[config.mk]
export PLATFORM = sky130hd
export DESIGN_NAME = mem_access_ctrl
export DESIGN_NICKNAME = d
export VERILOG_FILES = /design/src/rtl/mem_access_ctrl.sv
export SDC_FILE = /design/constraint.sdc
export NUM_CORES = 1
export LEC_CHECK = 0
export ABC_AREA = 1
export ABC_CLOCK_PERIOD_IN_PS = 1600
export BUFFER_PORTS_ARGS = -buffer_cell sky130_fd_sc_hd__buf_2
export CORE_MARGIN = 3
export CORE_UTILIZATION = 30
export CTS_CLUSTER_DIAMETER = 50
export DETAILED_ROUTE_END_ITERATION = 10
export GPL_TIMING_DRIVEN = 1
export PLACE_DENSITY_LB_ADDON = 0.05
export SETUP_SLACK_MARGIN = 0.2
export SYNTH_ARGS = -nofsm -noshare
export SYNTH_HDL_FRONTEND = slang
export SYNTH_SLANG_ARGS = --single-unit
[constraint.sdc]
create_clock -name clk -period 1.6 [get_ports clk]
set_input_delay 0.16 -clock clk [delete_from_list [all_inputs] [get_ports clk]]
set_output_delay 0.16 -clock clk [all_outputs]
set_load 0.05 [all_outputs]
[src/rtl/mem_access_ctrl.sv]
// mem_access_ctrl: multi-cycle MEM-stage data-memory access controller with fault rejection
// Ports: clk/rst; req_r_en, req_w_en, req_addr, req_wdata from EXE/MEM;
// freeze (comb stall), ready (done pulse), fault (reject, valid with ready), rdata (last load);
// mem_r_en, mem_w_en, mem_address, mem_data_in to memory; mem_data_out from memory.
module mem_access_ctrl #(
  parameter int WAIT_CYCLES = 3,
  parameter int BASE_ADDR = 1024,
  parameter int DEPTH_WORDS = 2048
) (
  input  logic        clk,
  input  logic        rst,
  input  logic        req_r_en,
  input  logic        req_w_en,
  input  logic [31:0] req_addr,
  input  logic [31:0] req_wdata,
  output logic        freeze,
  output logic        ready,
  output logic        fault,
  output logic [31:0] rdata,
  output logic        mem_r_en,
  output logic        mem_w_en,
  output logic [31:0] mem_address,
  output logic [31:0] mem_data_in,
  input  logic [31:0] mem_data_out
);
  typedef enum logic [1:0] {IDLE, ACCESS, DONE} state_t;
  // 33-bit bounds so the upper limit cannot wrap past 2^32
  localparam logic [32:0] lo_addr = 33'(BASE_ADDR);
  localparam logic [32:0] hi_addr = 33'(BASE_ADDR) + (33'(DEPTH_WORDS) << 2);
  state_t state, nxt;
  logic [3:0] cnt;
  logic [31:0] addr, wdata;
  logic is_store, fault_q, req, addr_ok, accept, last;
  always_comb begin
    req = req_r_en | req_w_en;
    addr_ok = req_addr[1:0] == 2'b00 && {1'b0, req_addr} >= lo_addr && {1'b0, req_addr} < hi_addr;
    accept = addr_ok && (req_r_en ^ req_w_en);
    last = cnt == 4'd0;
    nxt = (state == IDLE) ? (!req ? IDLE : accept ? ACCESS : DONE) :
          (state == ACCESS && !last) ? ACCESS :
          (state == ACCESS) ? DONE : IDLE;
    freeze = !rst && ((state == IDLE && req) || state == ACCESS);
    ready = state == DONE;
    fault = ready && fault_q;
    mem_r_en = state == ACCESS && !is_store;
    mem_w_en = state == ACCESS && is_store && last;
    mem_address = (state == ACCESS) ? addr : '0;
    mem_data_in = (state == ACCESS) ? wdata : '0;
  end
  always_ff @(posedge clk) begin
    if (rst) begin
      state <= IDLE;
      cnt <= '0;
      addr <= '0;
      wdata <= '0;
      is_store <= 1'b0;
      fault_q <= 1'b0;
      rdata <= '0;
    end else begin
      state <= nxt;
      if (state == IDLE && req) begin
        fault_q <= !accept;
        if (accept) begin
          addr <= req_addr;
          wdata <= req_wdata;
          is_store <= req_w_en;
          cnt <= 4'(WAIT_CYCLES - 1);
        end
      end
      if (state == ACCESS) begin
        if (!last) cnt <= cnt - 4'd1;
        else if (!is_store) rdata <= mem_data_out;
      end
    end
  end
endmodule

==> results.cfg <==
[synthesis]
netlist_instances = 667
synthesis.area_sq_um = 4370
avgSynthCellArea_sq_um = 6.55
yosys_warnings = 0
yosysUniqueCellTypes = 20
yosysSeqAreaShare = 0.477
synth_fp_nets = 769
ys_ff_latch = 104

[power_and_ir_drop]
leakage_nw = 3.61
ir_worst_vdd_v = 0.000451
p_per_area_nw_per_um2 = 654
finalPower_w = 0.00507

[setup_path]
critical_path_class = reg -> out
critPathLaunch = state[1]$_SDFF_PP0_
cp.depth = 7
slowest_stage = dfxtp_2
start_kind = flop
worstReg2RegStart = state[0]$_SDFF_PP0_
crit_family = buffers and inverters
cp.required_ps = 1440
end_kind = primary output
crit_fanout = 4
cp_cell_sequence = nor2_4 -> buf_12 -> buf_6 -> buf_6 -> nand2_4 -> nor2_4 -> buf_8
max_stage_delay_ps = 350
ff2ff_path_depth = 11
path_buf_inv = 4
worst_ep_arrival_time_ps = 1470

[drt]
dr.max_layer_used = met5
dr.pass1.iters = 4
ant_nets = 0
routedWlPerCell_um = 12.6
dr.first_iter.drc_count = 192
via_per_inst = 4.31
drc = 0
wirelength_um = 13500
vias = 4611
drt-met1-wl_um = 5740
wl_met3_um = 1020
wl_met2_um = 6470

[timing]
fmax_mhz = 615
final.setup.tns_ps = -266
setup_viol = 24
setup_ws_ps = -26.3
finalMaxSlewViolations = 0
period_needed_ps = 1630
max_slew.worst_pin.slew_ps = 328
rsz0062_at_grt = yes
slew_headroom = 0.781
period_share = 1.02
hold_viol_final = 0
fin_worst_skew_ps = 5.81

[clocking]
cts_tree = done
clk_pin_slew_ps = 80
cts-root-buf = clkbuf_16
clock-sinks = 104
clk_path_buf_depth = 2
ctsHoldBuffers = 0
numCtsBuffers = 9
clock_latency_ps = 350
cts_htree_levels = 3

[cells_and_area]
nets = 988
drive_gt1_frac = 0.471
ff_latch_area_sq_um = 2080
antennaDiodeCount = 0
area.growth.synth_to_final_pct = 77.6
multiInputGateArea_sq_um = 2550
fin_area_sq_um = 7750
nFillCells = 1307
final_cells = 1071

[global_routing]
antenna_found_initial = 2
grt.total_usage = 0.164
grt_pass1_wl_um = 21300
grt_max_degree = 54
grt-ovfl-total = 0
first_global_vias = 4327

[floorplanning]
die_y_um = 127
core_sq_um = 14000
ios = 201
die_x_um = 127
initial_utilization = 0.311
die_area_sq_um = 16000
rows = 43

[worst_hold_path]
holdCritStartpoint = req_addr[4]
hold-path-cell-count = 3
hold_class = in -> reg

[placement]
place.gp.congestion = 0.779
dp_cells = 1026
pre_cts_slack_ps = -9.32
io_buffers = 200
placed_area_sq_um = 6060
hpwl_um = 8790

[outcome]
violations = setup timing
status = complete, but fails checks

[run]
maxCapViolCount = 0
layout make-up:
class                           instances  area share
Clock buffer                            9      0.0290
Clock inverter                          7     0.00791
Inverter                              103      0.0534
Multi-Input combinational cell        424       0.329
Sequential cell                       104       0.269
Tap cell                              180      0.0290
Timing Repair Buffer                  242       0.280
Timing Repair inverter                  2     0.00258
worst reg2reg max path, cell delays in order (launching register included):
cell and delay (ps):
dfxtp_2 330, buf_4 130, nor2_2 90, inv_1 40
nor2_1 70, buf_4 120, buf_6 100, nand3_4 150
buf_12 230, nand2_1 90, nand2_1 50, nor2_1 100
synthesized netlist by cell type:
cell        n  share of area
a21oi_1     3         0.0034
and3_1      1         0.0014
buf_1       6         0.0052
buf_2       9          0.010
buf_6       4          0.010
clkbuf_1   17          0.015
dfxtp_1   104           0.48
ha_1        2         0.0057
inv_1     102          0.088
inv_2       1        0.00086
nand2_1   109          0.094
nand3_1    28          0.032
nand3_2     1         0.0023
nor2_1    240           0.21
nor2_2      2         0.0029
o211ai_1    1         0.0017
o21ai_0    33          0.038
or2_0       1         0.0014
or2_1       1         0.0014
xor2_1      2         0.0040
placed cells by master, fill, tap and decap left out, types with 2 or more instances in the layout:
cell type / count
inv_6: 4
inv_1: 96
nand3_2: 14
nor2_4: 67
inv_12: 2
nand2_4: 2
o21ai_2: 31
inv_2: 4
buf_4: 9
nor2_2: 19
buf_6: 68
clkinvlp_4: 2
inv_8: 2
dfxtp_1: 102
nand2_2: 13
buf_16: 9
dfxtp_2: 2
buf_8: 10
buf_12: 10
buf_2: 132
nor2_1: 156
nand2_1: 94
clkbuf_16: 12
nand3_4: 2
nand3_1: 13
xor2_1: 2
a21oi_1: 2
flip-flops by register name, summed over array words and instances (netlist names):
| register | cells |
|---|---|
| cnt | 4 |
| state | 2 |
| rdata | 32 |
| wdata | 32 |
| fault_q | 1 |
| addr | 32 |
| is_store | 1 |
final timing paths:
check	end	slack, ps
min reg2reg	addr[27]$_SDFFE_PP0P_	450
max reg2reg	wdata[17]$_SDFFE_PP0P_	40
min	addr[4]$_SDFFE_PP0P_	20
max	mem_w_en	-30
stage by stage:
| step | util | hold WS (ps) |
|---|---|---|
| floorplan | - | 229 |
| global placement | 0.432 | 381 |
| detailed placement | 0.432 | 389 |
| CTS | 0.532 | 10.9 |
| global route | 0.552 | 23.0 |
| finish | 0.552 | 18.0 |
routing by layer:
metal,up-vias,GRT usage
met3,19,0.0467
met4,4,0.0662
li1,2396,-
met1,2047,0.207
met5,-,0
met2,145,0.265
power by group:
part           internal [W]  total [W]  switching (W)
combinational      0.000148   0.000311       0.000163
sequential          0.00259    0.00259     0.00000427
clock               0.00109    0.00217        0.00108
kinds of logic (layout without fill, tap and decap cells):
kind of cell,Yosys count,count (layout),share of synthesized area
AOI/OAI and AO/OA,37,37,0.0430
xor gates and xnor gates,2,2,0.00401
adders and majority gates,2,2,0.00573
and+or+nand+nor,383,383,0.342
DFF,104,104,0.477
buffers and inverters,139,363,0.129
what timing repair did:
item / 4_1_cts / 5_1_grt
buffers inserted: 14 / 3
endpoints found under the setup margin: 99 / 171
resized for setup: 274 / 44
hold endpoints to repair: 0 / 0
gates cloned: 7 / 5
pin swaps: 35 / 7
No activity file was read; power rests on OpenSTA's default activity.
